### src/rtl/instr_mem_arb_if.sv
// Fetch-side bundle between the cores and the instruction memory arbiter.
// The core side drives requests; the arbiter side grants and responds.
interface instr_mem_arb_if #(
  parameter int NUM_PORTS = 2,
  parameter int ADDR_W    = 32,
  parameter int DATA_W    = 32
);
  logic [NUM_PORTS-1:0]        fetch_req;
  logic [NUM_PORTS*ADDR_W-1:0] fetch_addr;
  logic [NUM_PORTS-1:0]        fetch_gnt;
  logic [NUM_PORTS-1:0]        fetch_valid;
  logic [NUM_PORTS*DATA_W-1:0] fetch_instr;
  logic [NUM_PORTS-1:0]        fetch_fault;

  modport master (
    output fetch_req, fetch_addr,
    input  fetch_gnt, fetch_valid, fetch_instr, fetch_fault
  );

  modport slave (
    input  fetch_req, fetch_addr,
    output fetch_gnt, fetch_valid, fetch_instr, fetch_fault
  );
endinterface

### src/rtl/instr_mem_arb.sv
// Round-robin instruction memory arbiter: fetch ports share one read port,
// and a program-load port pre-empts fetches in the cycle it writes.
module instr_mem_arb #(
  parameter int NUM_PORTS = 2,
  parameter int DEPTH     = 64,
  parameter int DATA_W    = 32,
  parameter int ADDR_W    = 32
) (
  input  logic              clk,
  input  logic              reset,
  input  logic              load_en,
  input  logic [ADDR_W-1:0] load_addr,
  input  logic [DATA_W-1:0] load_data,
  instr_mem_arb_if.slave    bus
);
  localparam int PTR_W = (NUM_PORTS > 1) ? $clog2(NUM_PORTS) : 1;
  localparam int IDX_W = (DEPTH > 1) ? $clog2(DEPTH) : 1;
  localparam int WRD_W = ADDR_W - 2;

  logic [DATA_W-1:0] mem_q [DEPTH] = '{default: '0};

  logic [PTR_W-1:0]            rr_q, rr_d;
  logic [NUM_PORTS-1:0]        valid_q, valid_d;
  logic [NUM_PORTS-1:0]        fault_q, fault_d;
  logic [NUM_PORTS*DATA_W-1:0] instr_q, instr_d;

  logic [NUM_PORTS-1:0] gnt;
  logic [PTR_W-1:0]     gidx;
  logic                 any_gnt;
  logic [ADDR_W-1:0]    gaddr;
  logic [WRD_W-1:0]     gword, lword;
  logic                 gfault, lok;

  // Load and reset both silence the arbiter for the whole cycle.
  always_comb begin
    gnt     = '0;
    gidx    = '0;
    any_gnt = 1'b0;
    if (reset && !load_en) begin
      for (int i = 0; i < NUM_PORTS; i++) begin
        if (!any_gnt &&
            bus.fetch_req[(int'(rr_q) + i) % NUM_PORTS]) begin
          any_gnt = 1'b1;
          gidx    = PTR_W'((int'(rr_q) + i) % NUM_PORTS);
        end
      end
    end
    if (any_gnt) gnt[gidx] = 1'b1;
  end

  assign gaddr  = bus.fetch_addr[gidx*ADDR_W +: ADDR_W];
  assign gword  = gaddr[ADDR_W-1:2];
  assign gfault = (gaddr[1:0] != 2'b00) ||
                  (gword >= WRD_W'(DEPTH));

  assign lword = load_addr[ADDR_W-1:2];
  assign lok   = load_en && (load_addr[1:0] == 2'b00) &&
                 (lword < WRD_W'(DEPTH));

  always_comb begin
    rr_d    = rr_q;
    valid_d = gnt;
    fault_d = fault_q;
    instr_d = instr_q;
    if (any_gnt) begin
      rr_d = (int'(gidx) == NUM_PORTS - 1) ? '0 : gidx + 1'b1;
      fault_d[gidx] = gfault;
      instr_d[gidx*DATA_W +: DATA_W] =
        gfault ? '0 : mem_q[gword[IDX_W-1:0]];
    end
  end

  always_ff @(posedge clk or negedge reset) begin
    if (!reset) begin
      rr_q    <= '0;
      valid_q <= '0;
      fault_q <= '0;
      instr_q <= '0;
    end else begin
      rr_q    <= rr_d;
      valid_q <= valid_d;
      fault_q <= fault_d;
      instr_q <= instr_d;
    end
  end

  // Contents survive reset; only writes are blocked while it is held.
  always_ff @(posedge clk) begin
    if (reset && lok) mem_q[lword[IDX_W-1:0]] <= load_data;
  end

  assign bus.fetch_gnt   = gnt;
  assign bus.fetch_valid = valid_q;
  assign bus.fetch_fault = fault_q;
  assign bus.fetch_instr = instr_q;
endmodule

### src/flat_wrapper.sv
// flat-port wrapper written by rule: the top's interface ports become plain ports
module instr_mem_arb_flat 
#(
  parameter int NUM_PORTS = 2,
  parameter int DEPTH     = 64,
  parameter int DATA_W    = 32,
  parameter int ADDR_W    = 32
)
  (clk, reset, load_en, load_addr, load_data, bus_fetch_req, bus_fetch_addr, bus_fetch_gnt, bus_fetch_valid, bus_fetch_instr, bus_fetch_fault);
  instr_mem_arb_if #(.NUM_PORTS(NUM_PORTS), .ADDR_W(ADDR_W), .DATA_W(DATA_W)) bus_i ();
  input  logic clk;
  input  logic reset;
  input  logic load_en;
  input  logic [ADDR_W-1:0] load_addr;
  input  logic [DATA_W-1:0] load_data;
  input wire logic [$bits(bus_i.fetch_req)-1:0] bus_fetch_req;
  input wire logic [$bits(bus_i.fetch_addr)-1:0] bus_fetch_addr;
  output wire logic [$bits(bus_i.fetch_gnt)-1:0] bus_fetch_gnt;
  output wire logic [$bits(bus_i.fetch_valid)-1:0] bus_fetch_valid;
  output wire logic [$bits(bus_i.fetch_instr)-1:0] bus_fetch_instr;
  output wire logic [$bits(bus_i.fetch_fault)-1:0] bus_fetch_fault;
  assign bus_i.fetch_req = bus_fetch_req;
  assign bus_i.fetch_addr = bus_fetch_addr;
  assign bus_fetch_gnt = bus_i.fetch_gnt;
  assign bus_fetch_valid = bus_i.fetch_valid;
  assign bus_fetch_instr = bus_i.fetch_instr;
  assign bus_fetch_fault = bus_i.fetch_fault;
  instr_mem_arb #(.NUM_PORTS(NUM_PORTS), .DEPTH(DEPTH), .DATA_W(DATA_W), .ADDR_W(ADDR_W)) u_core (.clk(clk), .reset(reset), .load_en(load_en), .load_addr(load_addr), .load_data(load_data), .bus(bus_i));
endmodule
### config.mk
export PLATFORM = sky130hd
export DESIGN_NAME = instr_mem_arb_flat
export DESIGN_NICKNAME = d
export VERILOG_FILES = /design/src/rtl/instr_mem_arb_if.sv /design/src/rtl/instr_mem_arb.sv /design/src/flat_wrapper.sv
export SDC_FILE = /design/constraint.sdc
export NUM_CORES = 2
export LEC_CHECK = 0
export ABC_AREA = 1
export CAP_MARGIN = 20
export CORE_MARGIN = 1
export CORE_UTILIZATION = 56
export DETAILED_ROUTE_END_ITERATION = 16
export PLACE_DENSITY_LB_ADDON = 0.25
export SYNTH_ARGS = -nofsm -noshare
export SYNTH_HDL_FRONTEND = slang
export SYNTH_SLANG_ARGS = --single-unit
export TNS_END_PERCENT = 50
### constraint.sdc
create_clock -name clk -period 2.6 [get_ports clk]
set_input_delay 0.39 -clock clk [delete_from_list [all_inputs] [get_ports clk]]
set_output_delay 0.39 -clock clk [all_outputs]
set_load 0.005 [all_outputs]
**Yosys cells after proc, flatten, opt, wreduce, memory -nomap -nowiden**

Memory sizes are Yosys's and may differ from the RTL's.
Cells that the tools add are included.

- Register bits: 69
- Bits in latches: 0
- RAM bits: 2,048
- Memory bits (read-only): 0
- Input bits: 133
- Output and inout bits: 70
- Logic and storage cells: 50
- Memories kept: 1

- $add $sub $neg: 3
- Multiply operators: 0
- Divide/modulo/power cells: 0
- Order comparisons: 6
- Eq/ne operators: 0
- Shifts and indexed selects: 3
- Mux-type cells: 21
- Bitwise gates (word level): 1
- Reduce and logical (&&, ||, !) cells: 11

Memories:

| memory | words | width | rd ports | clocked after Yosys merged registers in | write ports | line | RTL |
|---|---|---|---|---|---|---|---|
| u_core.mem_q | 64 | 32 | 1 | 0 | 1 | instr_mem_arb.sv:20 | `logic [DATA_W-1:0] mem_q [DEPTH] = '{default: '0};` |

Operators with widths:

| cell | count |
|---|---|
| $bwmux W64 | 1 |
| $shift A32 B34 Y64 const A | 1 |
| $shiftx A32 B34 Y64 | 1 |
| $shiftx A64 B7 Y32 | 1 |
| $neg A6 Y34 | 1 |
| $mux W32 | 1 |
| $ge A30 B7 Y1 const B | 1 |
| $lt A30 B7 Y1 const B | 1 |
| $mux W1 | 16 |
| $logic_and A1 B1 Y1 | 6 |
| $lt A1 B2 Y1 const B | 2 |
| $lt A2 B3 Y1 const B | 1 |
| $add A1 B1 Y1 const B | 2 |
| $bwmux W2 | 1 |
| $logic_not A1 Y1 | 2 |
| $logic_not A2 Y1 | 1 |
| $mux W2 | 1 |
| $reduce_bool A2 Y1 | 1 |
| $and A1 B1 Y1 const A | 1 |
| $demux W1 S1 | 1 |
| $ge A1 B1 Y1 const B | 1 |
| $logic_or A1 B1 Y1 | 1 |

**Logic depth before layout (Yosys ltp)**

- Word-level depth: 14
- Gate-level depth with buffers: 17
- Mapped depth without buffers: 14

**Worst setup path before layout**

No wires, ideal clock.

- Kind: input-to-reg
- Start point: input port load_addr[27]
- End point: memory u_core.mem_q[11][0], enable pin
- Library setup time: 421 ps
- Data arrival time: 2,789 ps
- Data required time: 2,179 ps
- Setup slack: -611 ps
- Stages on the path: 5
- Path buffers: 0
- Path through: nor4_1 -> nand4_1 -> nor3b_1 -> nand3_1 -> nor2_1

- Word-level cells in the longest chain between the ends: 5

RTL lines:

| what | line | RTL |
|---|---|---|
| start: declaration | flat_wrapper.sv:14 | `input logic [ADDR_W-1:0] load_addr;` |
| $lt A30 B7 Y1 | instr_mem_arb.sv:58 | `(lword < WRD_W'(DEPTH));` |
| $logic_and A1 B1 Y1 | instr_mem_arb.sv:57 | `assign lok = load_en && (load_addr[1:0] == 2'b00) &&` |
| $logic_and A1 B1 Y1 | instr_mem_arb.sv:89 | `if (reset && lok) mem_q[lword[IDX_W-1:0]] <= load_data;` |
| $mux W1 | instr_mem_arb.sv:89 |  |
| $mux W1 (implied by the code) | instr_mem_arb.sv:89 |  |
| end: declaration | instr_mem_arb.sv:20 |  |

No other way between the ends.

**Worst setup path in the final report**

- Start point: register u_core.rr_q
- End point: register u_core.instr_q[60], in the netlist u_core.bus.fetch_instr[60]

- Word-level cells in the longest chain between the ends: 14
- Elaborated cells between the ends (all ways): 25
- Classes of those cells: add/sub (2); order compare (1); shift (3); mux (14); reduce/logical (4); memory (1)

RTL lines:

| what | line | RTL |
|---|---|---|
| start: declaration | instr_mem_arb.sv:22 | `logic [PTR_W-1:0] rr_q, rr_d;` |
| start signal: assignment | instr_mem_arb.sv:80 | `rr_q <= rr_d;` |
| $mux W1 (implied by the code) (2 in series) | instr_mem_arb.sv:42 | `bus.fetch_req[(int'(rr_q) + i) % NUM_PORTS]) begin` |
| $mux W1 | instr_mem_arb.sv:41 | `if (!any_gnt &&` |
| $mux W1 | instr_mem_arb.sv:39 | `if (reset && !load_en) begin` |
| $logic_not A1 Y1 | instr_mem_arb.sv:41 |  |
| $logic_and A1 B1 Y1 | instr_mem_arb.sv:41 |  |
| $mux W1 | instr_mem_arb.sv:41 |  |
| $mux W1 | instr_mem_arb.sv:39 |  |
| $shiftx A64 B7 Y32 | instr_mem_arb.sv:51 | `assign gaddr = bus.fetch_addr[gidx*ADDR_W +: ADDR_W];` |
| $ge A30 B7 Y1 / $reduce_bool A2 Y1 (equally long branches) | instr_mem_arb.sv:54, instr_mem_arb.sv:53 |  |
| $logic_or A1 B1 Y1 | instr_mem_arb.sv:53 | `assign gfault = (gaddr[1:0] != 2'b00) \|\|` |
| $mux W32 | instr_mem_arb.sv:69 | `gfault ? '0 : mem_q[gword[IDX_W-1:0]];` |
| $shiftx A32 B34 Y64 | instr_mem_arb.sv:68 | `instr_d[gidx*DATA_W +: DATA_W] =` |
| $bwmux W64 | instr_mem_arb.sv:68 |  |
| end signal: assignment | instr_mem_arb.sv:83 | `instr_q <= instr_d;` |
| end: declaration | instr_mem_arb.sv:25 | `logic [NUM_PORTS*DATA_W-1:0] instr_q, instr_d;` |

Parallel ways exist; a longest one is shown, timed or not. The select of a mux whose other input is x is not followed.
A chain may end at the register's enable or synchronous reset.

==> impl_summary.log <==
[metrics] RePlAce Congestion: around 0.92
[metrics] maximum number of pins on one net before global-route repair: between 60 and 70
[metrics] Worst setup SP type: flip-flop
[metrics] antenna violations before repair: 26
[metrics] peak fanout along the critical path: 16
[metrics] critical path's slowest cell: dfrtp_1
[metrics] Seq cells post-synth: 2117
[metrics] post-synthesis compound-gate area fraction: less than 1%
[metrics] Post-Synth Simple-Gate Area: between 20% and 30%
[metrics] I/O pin count: between 200 and 250
[metrics] Port Buf Inserts: about 200
[metrics] site row count: between 100 and 150
[metrics] number of vias in the routed layout: 66100
[metrics] share of synthesized area occupied by flip-flops and latches: a little under three quarters
[metrics] largest vdd supply drop: slightly below 0.7 mV
[metrics] clk root buf: clkbuf_16
[metrics] Worst-path clk slew: around 70 ps
[metrics] Die W: about 400 µm
[metrics] final layout net count: between 8000 and 9000
[metrics] number of pins with negative max-slew slack in the final report: 0
[metrics] post-route clock period utilization: 104%
[metrics] cells after synthesis: 8069
[metrics] Pwr Total: between 0.07 and 0.08 W
[metrics] Worst Clk Skew: around 45 ps
[metrics] clock latency of the later-clocked register in the worst-skew pair: approximately 900 ps
[metrics] cells on worst reg2reg path: 19
[metrics] starting density of the core: about 57%
[metrics] wire length reported by the detailed router: between 200000 and 300000 µm
[metrics] proportion of synthesized flip-flops having asynchronous set or reset: 3.26%
[metrics] area added between synthesis and finish: 24.2%
[metrics] critical path class: flip-flop to flip-flop
[metrics] total negative setup slack: -2150 ps
[metrics] Post-Syn Area per Cell: 11.0 µm²
[metrics] wire length of the first global-routing pass: between 300000 and 400000 µm
[metrics] Worst Hold Path Cells: 2
[metrics] dominant combinational cell family by area after synthesis: simple AND/OR/NAND/NOR gates
[metrics] Most Frequent Cell on Critical Path: buf_12
[metrics] first-pass iteration count of the detailed router: 8
[metrics] Worst R2R Start: u_core.rr_q
[metrics] portion of netlist area occupied by mux cells: 0%
[metrics] violations in the final reports: setup timing
[metrics] Max-slew headroom: between 15 and 20%
[metrics] global route total overflow: 0
[metrics] Hold Path Origin: load_data[3]
[metrics] count of buffering cells on the critical path with inverters included: 8
[metrics] Slowest Stage Delay on Critical Path: 400 ps
[metrics] path category of the worst min-delay check: primary input to flip-flop
[metrics] Comb pwr share: 11.0%
[metrics] top cell type's share of synthesized area: between 60% and 70%
[metrics] required time of the worst setup path: roughly 3400 ps
[metrics] CP top delay family: buffers and inverters
[metrics] synthesized-area fraction occupied by adder cells: 0%
[metrics] All-Layer GR Usage: roughly a third
[metrics] flop-to-flop setup slack: -90 ps
[metrics] vias per std cell: roughly 6
[metrics] Post-synth top flop: edfxtp_1
[metrics] leading cell type by number of instances after synthesis: nand2_1
[metrics] EDFF count, synth: between 2000 and 2500
[metrics] post-synthesis share of cell area spent on xor and xnor gates: 0%
[metrics] Iteration-0 DRC Markers: 10500
[metrics] post-synthesis cell type with the largest combined area: edfxtp_1
[metrics] final hold slack: approximately 62 ps
[metrics] CTS max path bufs: 3
[metrics] maximum clock rate: between 0.3 and 0.4 GHz
[metrics] signal arrival time at the worst endpoint: around 3500 ps
[metrics] post-route ant nets: 0
[metrics] final design area excluding fillers: approximately 0.11 mm²
[metrics] core area: approximately 0.16 mm²
[metrics] number of buffers added by the clock tree synthesis step: around 210
[metrics] net switching fraction of the power: 24.2%
[metrics] worst slack after detailed placement: -841 ps
[metrics] setup repair after global routing missed its margin: true
[metrics] Post-Place Cell Area: 0.0992 mm²
[metrics] Slew @ Worst Pin: 1230 ps
[metrics] TritonCTS clock tree: done
[metrics] fraction of final layout cells sized beyond drive strength 1: 15.8%
[metrics] post-synth design cell area: around 0.09 mm²
[metrics] internal power of the cells: 0.0578 W
[metrics] standby leakage power: approximately 44 nW
[metrics] number of global-route vias before repair: between 60000 and 70000
[metrics] Max-Cap Viols: 0
[metrics] number of failing setup endpoints in the final timing report: roughly 50
[metrics] remaining design rule violation count: 0
[metrics] result of the run: finished with violations
[metrics] number of distinct library cell variants in the gate-level netlist after synthesis: 30
[metrics] count of yosys warnings during synthesis: 0
[metrics] Hold Vio Cnt, Final: 0
[metrics] critical-path cell list: inv_2, nand2_4, nand2_4, nor2_4, buf_12, buf_12, o21ai_4, buf_12, clkinv_16, buf_12, buf_16, buf_4, nand3_1, nand2_1, nand2_1, nand3_2, nand3_4, nand3_2, o21ai_1
[metrics] clock network fraction of total power: around two fifths
[metrics] endpoint with the worst hold slack: u_core.mem_q[35][3]
[metrics] routed len/inst: ~26 µm
[metrics] number of nets in the synthesized netlist: approximately 8000
[metrics] power dissipated by switching net loads: about 0.018 W
[metrics] Setup WS post-layout: -92.1 ps
[metrics] height of the die: ~400 µm
[metrics] power per cell area: 693 mW/mm²
[metrics] top cells by instance count after synthesis: 2316 x nand2_1, 2048 x edfxtp_1, 1940 x nand3_1
[metrics] nature of the critical path endpoint: flip-flop
[metrics] dpl hpwl: around 160000 µm
[metrics] Min Clock Period, post-route: 2690 ps
[metrics] Sequential Power Share: between 40% and 50%
[metrics] top cells by area in the synthesized netlist: edfxtp_1 69%, nand3_1 11%, nand2_1 9.8%
[metrics] worst reg2reg path endpoint: u_core.bus.fetch_instr[60]
[metrics] number of levels the H-tree was split into: 4
[metrics] Die Area: ~0.16 mm²
[metrics] total number of clock tree sinks: between 2000 and 2500
power by group through the flow:
stage / sequential, W / clock (W) / combinational (W)
2_1_floorplan: 0.0383 / 0 / 0.00330
3_3_place_gp: 0.0384 / 0 / 0.00674
3_5_place_dp: 0.0384 / 0 / 0.00686
4_1_cts: 0.0376 / 0.0303 / 0.00732
5_1_grt: 0.0376 / 0.0316 / 0.00881
6_report: 0.0376 / 0.0302 / 0.00841
sequential cells by signal, indices dropped and copies added, names as in the netlist:
name / flops
u_core.bus.fetch_instr: 64
u_core.rr_q: 1
u_core.bus.fetch_valid: 2
u_core.bus.fetch_fault: 2
u_core.mem_q: 2048
repair_timing:
item,CTS,global route
buffers inserted,25,45
gates cloned,13,38
resized for setup,114,304
hold endpoints to repair,49,0
endpoints found under the setup margin,66,65
pin swaps,4,67
hold buffers,5,0
stage by stage:
stage | std cells | utilization [%]
after floorplan | 8069 | -
final | 11000 | 70.3
after detailed placement | 10500 | 63.4
after global placement | 10500 | 63.4
after CTS | 10900 | 68.5
after global routing | 11000 | 70.3
routing by layer:
metal	GRT usage [%]	wire length, µm	vias to the layer above
met1	45.0	99000	31700
met4	14.4	13300	14
li1	-	-	28600
met5	0	197	-
met2	52.8	130000	4906
met3	8.33	40000	875
cell usage in the layout, fill, tap and decap left out, types with 21 or more instances in the layout:
| master | synthesis | layout |
|---|---|---|
| o21ai_1 | 33 | 21 |
| nand2_2 | 1 | 30 |
| inv_1 | 1025 | 1022 |
| buf_16 | 0 | 34 |
| edfxtp_1 | 2048 | 2048 |
| clkbuf_16 | 0 | 245 |
| nor2_1 | 98 | 33 |
| clkdlybuf4s50_1 | 0 | 167 |
| nor2_4 | 2 | 67 |
| nand2_1 | 2316 | 2281 |
| nand3_4 | 1 | 42 |
| buf_4 | 25 | 372 |
| buf_6 | 3 | 40 |
| clkinv_2 | 0 | 35 |
| buf_12 | 0 | 252 |
| clkbuf_1 | 162 | 41 |
| buf_2 | 219 | 32 |
| clkinv_1 | 0 | 49 |
| dfrtp_1 | 69 | 69 |
| nand3_1 | 1940 | 1744 |
| nand3_2 | 0 | 155 |
cells by family after synthesis:
group / count (synthesis)
compound gates: 74
buf+inv: 1490
flops: 2117
simple gates: 4388
how the worst max path moves through the flow:
stage | from | to | slack (ps) | cells after the start
3_5_place_dp | load_en | u_core.bus.fetch_instr[26] | -840 | 16
5_1_grt | u_core.rr_q | u_core.bus.fetch_instr[60] | -190 | 19
6_report | u_core.rr_q | u_core.bus.fetch_instr[60] | -90 | 19
4_1_cts | u_core.rr_q | bus_fetch_gnt[0] | -30 | 8
2_1_floorplan | load_addr[27] | u_core.mem_q[11][0] | -230 | 5
3_3_place_gp | load_en | u_core.bus.fetch_instr[25] | -750 | 17
final cells by class:
type | count | area (µm²)
well taps | 2058 | 2570
diodes | 2 | 5.00
inverters | 1028 | 3890
clock buffers | 269 | 5680
multi-input cells | 4462 | 21500
flip-flops and latches | 2117 | 63200
fillers | 10200 | 46500
clock inverters | 121 | 1140
repair buffers | 943 | 12100
Power figures use the tool's default switching activity.
